<file path="src/rtl/freq_meter_ctrl.sv">
// Frequency-meter sequencer: times the gate, counts synchronized prescaler edges,
// auto-ranges the prescaler between gates and publishes one scaled result per gate.
module freq_meter_ctrl #(
  parameter int GATE_CYCLES   = 1000000,
  parameter int SETTLE_CYCLES = 16,
  parameter int COUNT_W       = 16,
  parameter int HIGH_TH       = 60000,
  parameter int LOW_TH        = 5000
) (
  input  logic               clk,
  input  logic               reset,
  input  logic               run,
  input  logic               auto_en,
  input  logic               manual_mode,
  input  logic               sig_in,
  output logic               modecontrol,
  output logic               gate,
  output logic               busy,
  output logic [COUNT_W+3:0] result,
  output logic               result_valid,
  output logic               overrange,
  output logic [1:0]         state_dbg
);

  typedef enum logic [1:0] {
    S_IDLE   = 2'd0,
    S_SETTLE = 2'd1,
    S_GATE   = 2'd2,
    S_EVAL   = 2'd3
  } state_t;

  localparam int RW = COUNT_W + 4;
  localparam int GW = (GATE_CYCLES > 1) ? $clog2(GATE_CYCLES) : 1;
  localparam int SW = (SETTLE_CYCLES > 1) ? $clog2(SETTLE_CYCLES) : 1;
  localparam logic [GW-1:0]      GATE_LAST   = GW'(GATE_CYCLES - 1);
  localparam logic [SW-1:0]      SETTLE_LAST = SW'(SETTLE_CYCLES - 1);
  localparam logic [COUNT_W-1:0] CNT_MAX     = '1;
  // Thresholds carry one extra bit so a threshold at or above full scale never aliases.
  localparam logic [COUNT_W:0]   HIGH_V      = (COUNT_W + 1)'(HIGH_TH);
  localparam logic [COUNT_W:0]   LOW_V       = (COUNT_W + 1)'(LOW_TH);

  state_t              state;
  logic                sync1, sync2, hist;
  logic                edge_pulse;
  logic [SW-1:0]       settle_cnt;
  logic [GW-1:0]       gate_cnt;
  logic [COUNT_W-1:0]  cnt;
  logic                sat;
  logic                want_switch;
  logic [RW-1:0]       cnt_ext;
  logic [RW-1:0]       scaled;

  assign edge_pulse = sync2 & ~hist;
  assign gate       = (state == S_GATE);
  assign busy       = (state != S_IDLE);
  assign state_dbg  = state;
  assign cnt_ext    = {4'b0000, cnt};

  // Range decision uses the range that was active for the gate just finished.
  always_comb begin
    want_switch = 1'b0;
    if (auto_en) begin
      if (!modecontrol)
        want_switch = sat || ({1'b0, cnt} > HIGH_V);
      else
        want_switch = !sat && ({1'b0, cnt} < LOW_V);
    end else begin
      want_switch = (manual_mode != modecontrol);
    end
  end

  always_comb begin
    scaled = cnt_ext << 1;
    if (modecontrol)
      scaled = (cnt_ext << 3) + (cnt_ext << 1);
  end

  always_ff @(posedge clk) begin
    if (reset) begin
      state        <= S_IDLE;
      sync1        <= 1'b0;
      sync2        <= 1'b0;
      hist         <= 1'b0;
      settle_cnt   <= '0;
      gate_cnt     <= '0;
      cnt          <= '0;
      sat          <= 1'b0;
      modecontrol  <= 1'b0;
      result       <= '0;
      result_valid <= 1'b0;
      overrange    <= 1'b0;
    end else begin
      sync1        <= sig_in;
      sync2        <= sync1;
      hist         <= sync2;
      result_valid <= 1'b0;

      case (state)
        S_IDLE: begin
          if (run) begin
            state      <= S_SETTLE;
            settle_cnt <= '0;
            cnt        <= '0;
            sat        <= 1'b0;
          end
        end

        S_SETTLE: begin
          cnt <= '0;
          sat <= 1'b0;
          if (settle_cnt == SETTLE_LAST) begin
            state    <= S_GATE;
            gate_cnt <= '0;
          end else begin
            settle_cnt <= settle_cnt + SW'(1);
          end
        end

        S_GATE: begin
          if (edge_pulse) begin
            if (cnt == CNT_MAX)
              sat <= 1'b1;
            else
              cnt <= cnt + COUNT_W'(1);
          end
          if (gate_cnt == GATE_LAST)
            state <= S_EVAL;
          else
            gate_cnt <= gate_cnt + GW'(1);
        end

        S_EVAL: begin
          // Edges arriving here are deliberately dropped.
          if (want_switch) begin
            modecontrol <= ~modecontrol;
            settle_cnt  <= '0;
            state       <= run ? S_SETTLE : S_IDLE;
          end else begin
            result       <= scaled;
            overrange    <= sat & modecontrol;
            result_valid <= 1'b1;
            cnt          <= '0;
            sat          <= 1'b0;
            gate_cnt     <= '0;
            state        <= run ? S_GATE : S_IDLE;
          end
        end

        default: state <= S_IDLE;
      endcase
    end
  end

endmodule

</file>
<file path="config.mk">
export PLATFORM = sky130hd
export DESIGN_NAME = freq_meter_ctrl
export DESIGN_NICKNAME = d
export VERILOG_FILES = /design/src/rtl/freq_meter_ctrl.sv
export SDC_FILE = /design/constraint.sdc
export NUM_CORES = 1
export LEC_CHECK = 0
export ABC_AREA = 1
export CORE_UTILIZATION = 54
export CTS_CLUSTER_DIAMETER = 50
export DETAILED_ROUTE_END_ITERATION = 7
export PLACE_DENSITY = 0.8
export SETUP_SLACK_MARGIN = 0.5
export SLEW_MARGIN = 30
export SYNTH_ARGS = -nofsm -noshare
export SYNTH_HDL_FRONTEND = slang
export SYNTH_SLANG_ARGS = --single-unit
export TNS_END_PERCENT = 20
</file>
<file path="constraint.sdc">
create_clock -name clk -period 1.8 [get_ports clk]
set_input_delay 0.54 -clock clk [delete_from_list [all_inputs] [get_ports clk]]
set_output_delay 0.54 -clock clk [all_outputs]
set_load 0.05 [all_outputs]
</file>
# After elaboration in Yosys (flattened, before gate mapping)
# Index checks and enable logic that the tools add are counted.
# op_classes
add_sub_neg,4
mul,0
div_mod_pow,0
magnitude_cmp,2
n_eq_ne,17
shift,0
mux,29
bitwise,6
reduce_logical,15
# op_table
cell,n
$mux 20,4
$mux 16,4
$pmux 16 s4,1
$pmux 20 s3,1
$add 19x17->20,1
$add 20x1->20 const B,1
$eq 20x20->1 const B,1
$add 16x1->16 const B,1
$eq 16x16->1 const B,1
$gt 16x16->1 const B,1
$lt 16x13->1 const B,1
$reduce_and 4->1,4
$ne 2x2->1 const B,7
$mux 4,3
$pmux 4 s3,1
$mux 2,5
$mux 1,8
$pmux 2 s4,1
$ne 2x1->1 const B,3
$reduce_bool 3->1,2
$add 4x1->4 const B,1
$eq 2x2->1 const B,2
$eq 4x4->1 const B,1
$not 1->1,4
other kinds (12),14
# totals
regBits,69
latch_bits,0
ramBits,0
mem_bits_ro,0
output_inout_bits,27
word_cells,85
memories,0

# Longest topological paths before layout
# Gate-level depths: netlist of the first run.
# logic_depth
ltp_word,6
depth_mapped,15
ltp_nobuf,14

# Worst setup path before layout of the first run
# OpenSTA, ideal clock, no wires.
# synth_path
path_kind,reg-to-output
startpoint,reg state[1] (netlist: state_dbg[1])
endpoint,out gate
arrival_time_ns,1.770
path_slack_ns,-0.510
path_stages_with_launch,4
path_buffers,1
cell_sequence,dfxtp_1 inv_1 nor2_2 clkbuf_1
# synth_between
elab_chain_len,1
# synth_lines
element,line,source
from (decl),42,state_t state;
from (signal assigned),137,state <= run ? S_SETTLE : S_IDLE;
from (signal assigned),145,state <= run ? S_GATE : S_IDLE;
$eq 2x2->1,54,assign gate = (state == S_GATE);
to (decl),17,"output logic gate,"
# No other way between the ends.

# Worst setup path in the final report of the first run
# layout_path
startpoint,reg cnt[5]
endpoint,reg gate_cnt[19]
# layout_between
elab_chain_len,6
# layout_lines
element,line,source
from (decl),47,logic [COUNT_W-1:0] cnt;
from (signal assigned),124,cnt <= cnt + COUNT_W'(1);
$gt 16x16->1 or $lt 16x13->1 (tied branches),"64, 66",
$logic_or 1x1->1 or $logic_and 1x1->1 (tied branches),"64, 66",
$mux 1 *,63,if (!modecontrol)
$mux 1 *,62,if (auto_en) begin
$ne 2x2->1 (no line) *,n/a,
$reduce_and 4->1 (no line) *,n/a,
to (signal assigned),129,gate_cnt <= gate_cnt + GW'(1);
to (decl),46,logic [GW-1:0] gate_cnt;
# Every way passes the cells marked *; elsewhere a longest branch is shown, timed or not.
# A chain may end at the register's enable or synchronous reset.

==> Implementation_results.wiki, run 1 <==
{| class="wikitable"
! Metric !! Value
|-
| Largest net degree at the start of global routing || 25
|-
| Number of flops mapped to enable cells by yosys || 0
|-
| Sequential cell area in the final layout || 1460 um2
|-
| VDD IR max || 0.357 mV
|-
| Aggregate negative setup slack || -6970 ps
|-
| Critical register-to-register path endpoint || gate_cnt[19]
|-
| Critical path capture point type || register
|-
| CTS Root Cell || clkbuf_8
|-
| Part of the cycle the worst path needs || 112%
|-
| Gate count of the mapped netlist || 707
|-
| Global Route Usage Sum || 38.2%
|-
| DRT Pass-1 Iters || 8
|-
| Comb power frac || 7.1%
|-
| Internal power consumption || 2.48 mW
|-
| Global routing met3 resource utilization || 4.91%
|-
| Async set-reset flop share out of synthesis || 0%
|-
| Number of synthesized register bits || 68
|-
| Total count of hold-check failures in the final report || 0
|-
| Number of primary I/O pins || 33
|-
| Overall via count from detail_route || 6118
|-
| Mean Syn Cell Area || 6.51 um2
|-
| Fraction of power consumed by the clock network || 47.5%
|-
| Initial core utilization || 56.0%
|-
| Synthesized netlist net count || 732
|-
| Data arrival time of the critical path || 2330 ps
|-
| Nets || 865
|-
| Grt met1 use || 49.0%
|-
| Count of port buffers added during placement || 31
|-
| Synthesized area || 4600 um2
|-
| M2 GR Usage || 63.3%
|-
| Status || finished, violations left
|-
| Aggregate global routing overflow || 0
|-
| Cell type contributing the most total cell area after synthesis || dfxtp_1
|-
| Most used flip-flop cell after synthesis || dfxtp_1
|-
| Overall Power || 3.31 mW
|-
| Global-route wire length before repair || 26.2 mm
|-
| Minimum clock period || 2020 ps
|-
| Fill count || 374
|-
| DPL Wire Length || 10.7 mm
|-
| Fraction of the yosys area taken by sequential cells || 29.6%
|-
| Number of cells on the worst reg-to-reg path || 14
|-
| Timing endpoint of the critical path || gate_cnt[19]
|-
| Clock Sinks || 68
|-
| Dominant cells by area after synthesis || dfxtp_1, nand2_1, a21oi_1
|-
| Vias per inst || 6.44
|-
| Worst Skew || 11.3 ps
|-
| Die span in x || 94.3 um
|-
| Combined area of the multi-input logic cells || 3540 um2
|-
| Routed wire length per instance || 20.5 um
|-
| Count of max-cap constraint violations || 0
|-
| Max-slew violation count || 0
|-
| Proportion of power drawn by flip-flops and latches || 45.4%
|-
| Total wire length || 19.5 mm
|-
| CTS buffer count || 9
|-
| P&R area growth vs syn || 56.4%
|-
| FF-to-FF setup slack || -220 ps
|-
| Kind of launch point of the worst setup path || register
|-
| Maximum operating frequency || 495 MHz
|-
| Required time at the worst-slack endpoint || 2110 ps
|-
| Switching share of total power || 25.1%
|-
| Number of synthesis warnings || 0
|-
| Critical register-to-register path startpoint || cnt[5]
|-
| Violated checks || setup timing
|-
| End-of-flow core utilization || 87.6%
|-
| Number of diodes || 0
|-
| Worst setup timing slack at the placement stage || -276 ps
|-
| Final setup violation count || 61
|-
| Switching component of the power || 830 uW
|-
| Remaining number of nets flagged by the antenna check after routing || 0
|-
| Worst hold slack across all endpoints || 414 ps
|-
| Ratio of cells with drive above 1 in the final layout || 43.0%
|-
| Routability cong. || 0.960
|-
| Power per cell area || 460 nW/um2
|-
| Antenna violations before repair || 0
|-
| Clock tree from TritonCTS || built
|-
| Count of unique library cells instantiated by Yosys || 43
|-
| Worst setup path startpoint || cnt[5]
|-
| Source-to-sink clock delay at the later pin of the worst-skew pair || 370 ps
|-
| Fraction of post-synthesis cell area in the top cell type by area || 29.6%
|-
| Total DRC errors in the routed layout || 0
|-
| Worst setup path class || register to register
|-
| Register clock-pin slew on the reported worst setup and hold paths || 90 ps
|-
| Placement Rows || 33
|-
| Leakage power total || 2.94 nW
|-
| Core box area || 8220 um2
|-
| Kind of path behind the tightest hold check || register to register
|-
| Longest Clk Path Bufs || 2
|-
| Setup ws final || -219 ps
|-
| Busiest metal layer after global routing || met2
|-
| Htree depth || 3
|-
| Number of DRC markers in iteration 0 || 893
|-
| Unrepaired setup endpoints after global routing || yes
|-
| Worst-path maximum fanout || 8
|-
| Die area || 8900 um2
|-
| Number of global-route vias before repair || 5388
|-
| Vert. Die Dim || 94.3 um
|}
-- power groups by stage --
| stage | sequential, mW | combinational [mW] | clock (mW) |
|---|---|---|---|
| 3_5_place_dp | 1.56 | 0.177 | 0 |
| 6_report | 1.50 | 0.234 | 1.57 |
| 5_1_grt | 1.51 | 0.243 | 1.64 |
| 3_3_place_gp | 1.56 | 0.171 | 0 |
| 2_1_floorplan | 1.56 | 0.0929 | 0 |
| 4_1_cts | 1.51 | 0.197 | 1.53 |
-- worst min-delay path by stage --
stage | startpoint | endpoint | slack (ps) | cells past startpoint
6_report | sync1 | sync2 | 410 | 2
5_1_grt | sync1 | sync2 | 440 | 2
4_1_cts | sync1 | sync2 | 410 | 2
3_5_place_dp | sync1 | sync2 | 400 | 2
3_3_place_gp | sync1 | sync2 | 400 | 2
2_1_floorplan | sync1 | sync2 | 390 | 2
-- per-layer routing --
layer,wire length [um],share of wire (%)
met1,6950,36
met2,9170,47
met3,2220,11
met4,1160,6.0
met5,0,0
-- flip-flops by register name, indices dropped and copies added (netlist names) --
signal        cells
gate_cnt         20
result           19
cnt              16
settle_cnt        4
state_dbg         2
hist              1
modecontrol       1
overrange         1
result_valid      1
sat               1
sync1             1
sync2             1
-- cell usage after synthesis, types with 6 or more instances --
| library cell | count |
|---|---|
| a21oi_1 | 68 |
| buf_4 | 6 |
| clkbuf_1 | 13 |
| dfxtp_1 | 68 |
| ha_1 | 18 |
| inv_1 | 61 |
| nand2_1 | 161 |
| nand3_1 | 62 |
| nand4_1 | 34 |
| nor2_1 | 86 |
| nor3_1 | 15 |
| o21ai_0 | 29 |
| o21ai_1 | 9 |
| xor2_1 | 24 |
-- kinds of logic (layout without fill, tap and decap cells) --
logic type	Yosys count	after routing	synth area share, %
simple gates	379	380	37.1
other cells	1	1	0.0814
fa+ha+maj	19	19	5.33
buf+inv	94	231	9.05
xor+xnor	26	26	4.95
flops	68	68	29.6
compound gates	120	120	13.9
-- through the flow --
| stage | instances | cell area (um2) |
|---|---|---|
| 6_report | 950 | 7200 |
| 5_1_grt | 950 | 7200 |
| 4_1_cts | 941 | 6740 |
| 3_5_place_dp | 909 | 5740 |
| 3_3_place_gp | 909 | 5740 |
| 2_1_floorplan | 707 | 4710 |
-- cell usage in the layout (no fill, tap or decap), types with 3 or more instances in the layout --
cell type,netlist,layout
a21o_1,5,5
nor3_4,0,4
o21ai_0,29,18
nor3_2,1,4
a21oi_1,68,34
clkbuf_8,0,10
clkbuf_16,0,3
nand2_4,1,9
ha_1,18,7
nand2_1,161,117
nand3_2,2,14
o21ai_1,9,14
buf_4,6,95
a21oi_2,3,35
nand3_1,62,46
buf_12,0,13
inv_2,2,6
dfxtp_4,0,17
nand3_4,1,6
o21ai_2,0,6
nor2_1,86,81
nand4_1,34,34
inv_1,61,54
buf_8,0,19
dfxtp_2,0,26
buf_6,5,14
clkdlybuf4s50_1,0,5
nand2_2,2,37
or2_2,4,4
xor2_1,24,24
nor2_2,2,3
nor3_1,15,8
ha_4,0,9
dfxtp_1,68,25
inv_4,0,4
nor2_4,1,5
-- worst max-delay path: stages, from the launching register on --
cell	delay [ps]
dfxtp_4	390
nor2_1	160
nand2_1	80
nand2_1	60
nand2_1	40
nand2_1	70
nand2_2	130
a21oi_4	180
nand2_4	80
nand2_4	100
nand2_8	110
nand3_4	170
buf_6	160
nand2_2	70
a21oi_2	150
-- what timing repair did --
item                                    4_1_cts  5_1_grt
gates resized for setup                     177       97
buffers inserted                             13        6
endpoints found under the setup margin       94       93
pin swaps                                    61       38
gates cloned                                  3        3
hold buffers                                  0        0
-- final cells by class --
class	instances	share of cell area, %
timing repair buffer	150	21.8
clock buffer	11	2.26
multi-input combinational	546	49.2
tap	105	1.82
sequential	68	20.2
inverter	65	3.53
clock inverter	5	1.13
No activity file was read; power rests on OpenSTA's default activity.
==> run 2, diff against run 1 <==
--- a/config.mk
+++ b/config.mk
@@ -11,7 +11,7 @@
 export DETAILED_ROUTE_END_ITERATION = 7
 export PLACE_DENSITY = 0.8
 export SETUP_SLACK_MARGIN = 0.5
-export SLEW_MARGIN = 30
+export SLEW_MARGIN = 20
 export SYNTH_ARGS = -nofsm -noshare
 export SYNTH_HDL_FRONTEND = slang
 export SYNTH_SLANG_ARGS = --single-unit
==> results of run 2 <==
The final DEF is identical to that of run 1; final timing and power are the same.
